==> src/rtl/knight_cmd_pkg.sv <==
// Shared definitions for the remote command link: payload widths and the
// receive-side assembler state encoding.
package knight_cmd_pkg;

  localparam int unsigned CMD_W  = 16;
  localparam int unsigned BYTE_W = 8;

  typedef enum logic {
    IDLE     = 1'b0,
    WAIT_LOW = 1'b1
  } asm_state_t;

endpackage : knight_cmd_pkg

==> src/rtl/gap_timer.sv <==
// Inter-byte gap timer for the command assembler. Only built when the
// CMD_TIMEOUT_EN macro is defined; the default build has no timer at all.
// Loaded with TIMEOUT_CYCLES-1 on clr, counts down while en, and reports
// expired once the count hits zero (it then holds there, no wrap).
`ifdef CMD_TIMEOUT_EN
module gap_timer #(
  parameter int unsigned TIMEOUT_CYCLES = 50000
) (
  input  logic clk,
  input  logic rst_n,
  input  logic clr,
  input  logic en,
  output logic expired
);

  localparam int unsigned CNT_W = (TIMEOUT_CYCLES > 1) ? $clog2(TIMEOUT_CYCLES) : 1;
  localparam logic [CNT_W-1:0] LOAD_VAL = CNT_W'(TIMEOUT_CYCLES - 1);

  logic [CNT_W-1:0] cnt_q;
  logic [CNT_W-1:0] cnt_d;

  // Reload on clear, otherwise count down and saturate at zero.
  always_comb begin
    cnt_d = cnt_q;
    if (clr) begin
      cnt_d = LOAD_VAL;
    end else if (en && (cnt_q != '0)) begin
      cnt_d = cnt_q - CNT_W'(1);
    end
  end

  // Count register; reset leaves the full window remaining.
  always_ff @(posedge clk) begin
    if (!rst_n) begin
      cnt_q <= LOAD_VAL;
    end else begin
      cnt_q <= cnt_d;
    end
  end

  assign expired = (cnt_q == '0);

endmodule : gap_timer
`endif

==> src/rtl/uart_cmd_assembler.sv <==
// Reassembles two-byte commands (high byte first) from the UART receiver
// into a 16-bit command with a level ready flag, plus sticky overrun and
// framing error flags. Optional inter-byte timeout under CMD_TIMEOUT_EN.
module uart_cmd_assembler
  import knight_cmd_pkg::*;
#(
  parameter int unsigned TIMEOUT_CYCLES = 50000
) (
  input  logic              clk,
  input  logic              rst_n,
  input  logic              rx_rdy,
  input  logic [BYTE_W-1:0] rx_data,
  output logic              clr_rx_rdy,
  output logic [CMD_W-1:0]  cmd,
  output logic              cmd_rdy,
  input  logic              clr_cmd_rdy,
  input  logic              clr_err,
  output logic              cmd_ovr,
  output logic              frame_err
);

  asm_state_t        state_q,     state_d;
  logic [BYTE_W-1:0] high_q,      high_d;
  logic [CMD_W-1:0]  cmd_q,       cmd_d;
  logic              cmd_rdy_q,   cmd_rdy_d;
  logic              cmd_ovr_q,   cmd_ovr_d;
  logic              frame_err_q, frame_err_d;

  logic complete_c;
  logic ovr_event_c;
  logic timeout_c;

`ifdef CMD_TIMEOUT_EN
  logic expired_c;

  // Timer runs only while a high byte is held; idle keeps it reloaded.
  gap_timer #(
    .TIMEOUT_CYCLES (TIMEOUT_CYCLES)
  ) u_gap_timer (
    .clk     (clk),
    .rst_n   (rst_n),
    .clr     (state_q == IDLE),
    .en      (state_q == WAIT_LOW),
    .expired (expired_c)
  );

  // A byte arriving on the terminal-count cycle takes precedence.
  assign timeout_c = (state_q == WAIT_LOW) && expired_c && !rx_rdy;
`else
  logic unused_timeout_c;

  assign timeout_c        = 1'b0;
  assign unused_timeout_c = (TIMEOUT_CYCLES == 0);
`endif

  // The UART cannot be stalled, so every presented byte is acknowledged.
  assign clr_rx_rdy = rst_n & rx_rdy;

  // Next-state logic: byte capture, command completion, timeout and flags.
  always_comb begin
    state_d     = state_q;
    high_d      = high_q;
    cmd_d       = cmd_q;
    cmd_rdy_d   = cmd_rdy_q;
    complete_c  = 1'b0;
    ovr_event_c = 1'b0;

    case (state_q)
      IDLE: begin
        if (rx_rdy) begin
          high_d  = rx_data;
          state_d = WAIT_LOW;
        end
      end
      WAIT_LOW: begin
        if (rx_rdy) begin
          cmd_d      = {high_q, rx_data};
          cmd_rdy_d  = 1'b1;
          complete_c = 1'b1;
          state_d    = IDLE;
        end else if (timeout_c) begin
          high_d  = '0;
          state_d = IDLE;
        end
      end
      default: begin
        state_d = IDLE;
      end
    endcase

    // A completion in the same cycle as the acknowledge keeps the flag set.
    if (!complete_c && clr_cmd_rdy) begin
      cmd_rdy_d = 1'b0;
    end

    ovr_event_c = complete_c && cmd_rdy_q && !clr_cmd_rdy;

    // Error events win over a simultaneous clear.
    cmd_ovr_d   = ovr_event_c | (cmd_ovr_q & ~clr_err);
    frame_err_d = timeout_c   | (frame_err_q & ~clr_err);
  end

  // State and output registers with synchronous reset.
  always_ff @(posedge clk) begin
    if (!rst_n) begin
      state_q     <= IDLE;
      high_q      <= '0;
      cmd_q       <= '0;
      cmd_rdy_q   <= 1'b0;
      cmd_ovr_q   <= 1'b0;
      frame_err_q <= 1'b0;
    end else begin
      state_q     <= state_d;
      high_q      <= high_d;
      cmd_q       <= cmd_d;
      cmd_rdy_q   <= cmd_rdy_d;
      cmd_ovr_q   <= cmd_ovr_d;
      frame_err_q <= frame_err_d;
    end
  end

  assign cmd       = cmd_q;
  assign cmd_rdy   = cmd_rdy_q;
  assign cmd_ovr   = cmd_ovr_q;
  assign frame_err = frame_err_q;

endmodule : uart_cmd_assembler

==> config.mk <==
export PLATFORM = sky130hd
export DESIGN_NAME = uart_cmd_assembler
export DESIGN_NICKNAME = d
export VERILOG_FILES = /design/src/rtl/knight_cmd_pkg.sv /design/src/rtl/gap_timer.sv /design/src/rtl/uart_cmd_assembler.sv
export SDC_FILE = /design/constraint.sdc
export NUM_CORES = 1
export LEC_CHECK = 0
export CORE_UTILIZATION = 45
export DETAILED_ROUTE_END_ITERATION = 7
export PLACE_DENSITY = 0.89
export SYNTH_ARGS = -nofsm -noshare
export SYNTH_HDL_FRONTEND = slang
export SYNTH_SLANG_ARGS = --single-unit
==> constraint.sdc <==
create_clock -name clk -period 1.3 [get_ports clk]
set_input_delay 0.26 -clock clk [delete_from_list [all_inputs] [get_ports clk]]
set_output_delay 0.26 -clock clk [all_outputs]
set_load 0.005 [all_outputs]
==> impl_metrics.json, run 1 <==
{
  "status": "finished, final reports clean",
  "ys_ff_latch": 28,
  "place_congestion": 0.671,
  "setup_ws_ps": 99.3,
  "cts_max_path_buffers": 2,
  "io_buffer_count": 32,
  "clock_power_share_pct": 22.9,
  "antenna_cells": 0,
  "wl_mm": 2.06,
  "synth_edf_count": 0,
  "final_antenna_net_count": 0,
  "yosysMostFrequentCell": "dfxtp_1",
  "maxCapViolations": 0,
  "rows": 17,
  "cts_htree_levels": 1,
  "worst_ep_arrival_time_ps": 940,
  "end_kind": "output pin",
  "synth_top_family_by_area": "multiplexers",
  "finalCriticalPeriod_ps": 1200,
  "cts_root_buf": "clkbuf_4",
  "synth.area.mux_share_pct": 22.2,
  "worstSkewPairLatency_ps": 320,
  "grt_util_all_layers_pct": 18.2,
  "drcViolationCount": 0,
  "min_period_over_period_pct": 92.4,
  "grt_max_degree": 30,
  "synth_fa_ha_area_share_pct": 2.31,
  "cts_tree": "built",
  "holdWs_ps": 371,
  "worst_hold_startpoint": "rx_rdy",
  "dpl_worst_slack_ps": -371,
  "seq_power_share_pct": 61.5,
  "firstDrtPassIters": 3,
  "vdd_drop_max_mv": 0.775,
  "grt_setup_unrepaired": "no",
  "wl_per_cell_um": 13.2,
  "critical_path_buf_inv_count": 1,
  "coreArea_um2": 2230,
  "routed-via-count": 753,
  "synthFlopType": "dfxtp_1",
  "hold-path-endpoint": "state_q$_SDFF_PN0_",
  "synthDistinctLibCells": 16,
  "synthXorXnorAreaFrac_pct": 0,
  "comb_power_share_pct": 15.6,
  "dp_cells": 152,
  "cts_buffers": 3,
  "start_kind": "flop",
  "drive_gt1_share_pct": 24.2,
  "slew_violations": 0,
  "synthCells": 93,
  "avgSynthCellArea_um2": 11.6,
  "io_pins": 33,
  "r2r-end": "high_q[7]$_SDFFE_PN0P_",
  "final_hold_viol_count": 0,
  "async_flop_share_pct": 0,
  "tns_ps": 0,
  "final_area_um2": 1510,
  "r2r-start": "state_q$_SDFF_PN0_",
  "antenna_found_initial": 0,
  "die_h_um": 51.0,
  "relSlewSlack_pct": 85.8,
  "grt_first_pass_wirelength_mm": 3.42,
  "crit_type": "flop to output pin",
  "synth_warnings": 0,
  "viasPerCell": 4.83,
  "tightest_slew_ps": 213,
  "start_util_pct": 48.5,
  "fmax_mhz": 833,
  "rr_worst_depth": 5,
  "utilization_pct": 67.4,
  "synthesis.nets": 108,
  "dpl.hpwl_mm": 1.40,
  "synth_area_um2": 1080,
  "power.density_nw_per_um2": 991,
  "die_w_um": 51.0,
  "setup_viol": 0,
  "crit_chain": "dlygate4sd2_1",
  "dieArea_um2": 2610,
  "final_cells": 156,
  "holdPathStages": 4,
  "power_mw": 1.49,
  "nFillCells": 177,
  "path_clk_slew_ps": 130,
  "nets": 145,
  "crit_family": "flip-flops",
  "cp_data_required_time_ps": 1040,
  "worst_path_max_delay_cell": "dfxtp_2",
  "p_int_mw": 1.15,
  "hold_class": "input pin to flop",
  "drt_iter0_markers": 5,
  "max_stage_delay_ps": 350,
  "syn_to_final_growth_pct": 39.1,
  "p_leak_nw": 0.661,
  "swShare_pct": 22.9,
  "p_sw_uw": 342,
  "synth_area_leaders": "dfxtp_1 52%, mux2i_1 22%, nor2b_1 15%",
  "critical_path_peak_fanout": 2,
  "skew_ps": 3.04,
  "synthTopCellsByCount": "28 x dfxtp_1, 26 x nor2b_1, 24 x mux2i_1",
  "overflow": 0,
  "rrSetupSlack_ps": 160,
  "ys_seq_area_share_pct": 51.8,
  "synth_compound_area_share_pct": 1.50,
  "grt_pass1_vias": 743,
  "place_area_um2": 1440,
  "synth_top_cell_by_area": "dfxtp_1",
  "cts_sinks": 28,
  "synthSimpleGateAreaFrac_pct": 17.1,
  "synthDominantCellAreaShare_pct": 51.8
}
[layout by cell type (no fill, tap or decap), types with 2 or more instances in the layout]
cell type and n:
buf_4 4, clkbuf_4 3, clkdlybuf4s50_1 10, dfxtp_1 9
dfxtp_2 19, dlygate4sd2_1 19, dlymetal6s2s_1 2, mux2i_1 24
nor2b_1 26
[worst max-delay path by stage]
| stage | start | endpoint | cells after the start |
|---|---|---|---|
| 2_1_floorplan | state_q$_SDFF_PN0_ | cmd[0]$_SDFFE_PN0P_ | 5 |
| 3_3_place_gp | rst_n | clr_rx_rdy | 3 |
| 3_5_place_dp | rx_rdy | cmd[7]$_SDFFE_PN0P_ | 6 |
| 4_1_cts | rst_n | clr_rx_rdy | 3 |
| 5_1_grt | cmd[11]$_SDFFE_PN0P_ | cmd[11] | 1 |
| 6_report | cmd_ovr$_SDFF_PN0_ | cmd_ovr | 1 |
[routing by layer]
metal	vias to the layer above	GRT usage [%]	share of wire [%]
li1	379	-	-
met1	351	21.4	42
met2	18	31.1	52
met3	5	4.17	4.4
met4	0	8.33	1.8
met5	-	0	0
[registers in the layout (all words and copies together), names as in the netlist]
signal and count:
cmd 16, high_q 8, cmd_ovr 1, cmd_rdy 1, frame_err 1, state_q 1
[layout make-up]
class / instances / area [um^2] / share of cell area, %
Sequential cell: 28 / 584 / 38.8
Multi-Input combinational cell: 58 / 479 / 31.8
Timing Repair Buffer: 38 / 380 / 25.3
Tap cell: 28 / 35.0 / 2.33
Clock buffer: 3 / 22.5 / 1.50
Inverter: 1 / 3.75 / 0.249
[kinds of logic (layout without fill, tap and decap cells)]
logic type | count (synthesis) | in the layout
AO/OA/AOI/OAI | 2 | 2
adder cells (fa/ha/maj) | 2 | 2
buffers and inverters | 7 | 42
flip-flops | 28 | 28
multiplexers | 24 | 24
AND/OR/NAND/NOR | 30 | 30
[power groups by stage]
stage	sequential (mW)	clock [mW]	combinational, mW
6_report	0.918	0.341	0.233
5_1_grt	0.923	0.378	0.253
4_1_cts	0.918	0.352	0.237
3_5_place_dp	0.934	0	0.229
3_3_place_gp	0.932	0	0.222
2_1_floorplan	0.933	0	0.126
[repair_timing]
item | CTS | global route
gates resized for setup | 44 | 2
gates cloned | 1 | 0
endpoints found under the setup margin | 21 | 5
hold endpoints to repair | 0 | 0
hold buffers | 0 | 0
buffers inserted | 0 | 0
(Power assumes the default switching activity.)
==> run 2, diff against run 1 <==
--- a/config.mk
+++ b/config.mk
@@ -7,7 +7,9 @@
 export LEC_CHECK = 0
 export CORE_UTILIZATION = 45
 export DETAILED_ROUTE_END_ITERATION = 7
+export MAX_ROUTING_LAYER = met4
 export PLACE_DENSITY = 0.89
+export SETUP_SLACK_MARGIN = 0.5
 export SYNTH_ARGS = -nofsm -noshare
 export SYNTH_HDL_FRONTEND = slang
 export SYNTH_SLANG_ARGS = --single-unit
==> run 2 against run 1 <==
Sequential power rose by 0.7%. Critical path depth did not move. Clock skew rose by 14 ps. Critical endpoint is now cmd[10]. Largest cell class unchanged. Largest power group unchanged.
==> impl_metrics.json, run 2 (synthesis results as in run 1) <==
{
  "holdPathStages": 4,
  "cp_data_required_time_ps": 1040,
  "place_congestion": 0.737,
  "dpl_worst_slack_ps": -375,
  "hold_class": "input pin to flop",
  "setup_ws_ps": 237,
  "grt_util_all_layers_pct": 17.6,
  "max_stage_delay_ps": 370,
  "firstDrtPassIters": 4,
  "wl_per_cell_um": 13.2,
  "worst_path_max_delay_cell": "dfxtp_2",
  "final_common_cell": "nor2b_1",
  "grt_first_pass_wirelength_mm": 3.31,
  "rrSetupSlack_ps": 260,
  "grt_pass1_vias": 747,
  "status": "finished, final reports clean",
  "rr_worst_depth": 4,
  "utilization_pct": 68.7,
  "skew_ps": 16.8,
  "coreArea_um2": 2230,
  "worstSkewPairLatency_ps": 320,
  "worst_ep_arrival_time_ps": 800,
  "cts_tree": "built",
  "worst_hold_startpoint": "rx_rdy",
  "cts_max_path_buffers": 2,
  "nets": 148,
  "cts_htree_levels": 1,
  "critical_path_buf_inv_count": 1,
  "end_kind": "output pin",
  "drive_gt1_share_pct": 47.0,
  "cts_root_buf": "clkbuf_4",
  "crit_family": "flip-flops",
  "largest_reg_flops": 16,
  "syn_to_final_growth_pct": 41.8,
  "crit_chain": "buf_2",
  "wl_met2_mm": 1.06,
  "min_period_over_period_pct": 81.8,
  "fmax_mhz": 941,
  "grt_setup_unrepaired": "yes",
  "routed-via-count": 762,
  "start_kind": "flop",
  "slew_violations": 0,
  "multi_input_area_um2": 510,
  "relSlewSlack_pct": 85.8,
  "die_h_um": 51.0,
  "layout.area.seq_um2": 586,
  "power.density_nw_per_um2": 1040,
  "critical_path_peak_fanout": 2,
  "io_buffer_count": 32,
  "drcViolationCount": 0,
  "final_cell_mix": "26 x nor2b_1, 22 x mux2i_1, 20 x dfxtp_2",
  "p_leak_nw": 0.629,
  "vdd_drop_max_mv": 1.00,
  "r2r-start": "state_q$_SDFF_PN0_",
  "dpl.hpwl_mm": 1.42,
  "cts_sinks": 28,
  "start_util_pct": 48.5,
  "highest_layer": "met4",
  "drt_iter0_markers": 7,
  "final_antenna_net_count": 0,
  "dieArea_um2": 2610,
  "path_clk_slew_ps": 160,
  "cts_buffers": 3,
  "wl_mm": 2.11,
  "final_hold_viol_count": 0,
  "postCtsHoldBufs": 0,
  "rows": 17,
  "setup_viol": 0,
  "finalCriticalPeriod_ps": 1060,
  "maxCapViolations": 0,
  "antenna_cells": 0,
  "grt_max_degree": 30,
  "tightest_slew_ps": 213,
  "overflow": 0,
  "r2r-end": "cmd[10]$_SDFFE_PN0P_",
  "io_pins": 33,
  "drt-met1-wl_um": 944,
  "nFillCells": 160,
  "wl_met3_um": 64,
  "crit_type": "flop to output pin",
  "viasPerCell": 4.76,
  "hold-path-endpoint": "state_q$_SDFF_PN0_",
  "die_w_um": 51.0,
  "antenna_found_initial": 0
}
## run 2: cell types whose count changed in the layout (fill, tap and decap cells not counted), sizes merged
cell,change
buf,+24
clkbuf,+2
clkdlybuf4s15,-1
dlygate4sd2,-19
dlymetal6s2s,-2
## run 2: how the worst max path moves through the flow
stage | slack, ps | cells after the start | to | startpoint
CTS | 250 | 1 | cmd[13] | cmd[13]$_SDFFE_PN0P_
detailed placement | -370 | 3 | clr_rx_rdy | rst_n
finish | 240 | 1 | cmd[10] | cmd[10]$_SDFFE_PN0P_
global route | 190 | 5 | high_q[6]$_SDFFE_PN0P_ | state_q$_SDFF_PN0_
floorplan | 260 | 5 | cmd[0]$_SDFFE_PN0P_ | state_q$_SDFF_PN0_
global placement | -340 | 3 | clr_rx_rdy | rst_n
## run 2: layout make-up
class	count	area share, %
clock buffer	4	2.36
inverter	1	0.244
multi-input combinational	58	33.3
sequential	28	38.1
tap	28	2.28
timing repair buffer	41	23.7
## run 2: per-stage QoR
step	std cells	setup TNS (ps)	cell area (um^2)	total power, mW	hold slack, ps
floorplan	93	0	1100	1.07	332
global placement	153	-5590	1470	1.17	417
detailed placement	153	-6270	1470	1.18	447
global route	160	0	1540	1.66	337
finish	160	0	1540	1.59	345
CTS	159	0	1470	1.57	465
## run 2: timing repair
action                                 in CTS  in global routing
setup endpoints to repair                  48                 47
endpoints found under the hold margin       0                  0
buffers inserted                            2                  1
resized for setup                         105                 17
pin swaps                                   0                  1
## run 2: metal layers
layer / vias to the layer above / track usage, %
met2: 16 / 28.1
met1: 359 / 22.7
met3: 4 / 2.98
met4: 0 / 5.56
met5: - / -
li1: 383 / -
## run 2: worst min-delay path, delay by kind of cell
kind	cells	cell delay [ps]
fa+ha+maj	1	120
buf+inv	2	220
simple gates	1	30
## run 2: where the power goes
part / total [mW] / switching [mW] / internal (mW)
registers: 0.924 / 0.0237 / 0.900
logic: 0.253 / 0.0953 / 0.158
clock network: 0.415 / 0.244 / 0.171
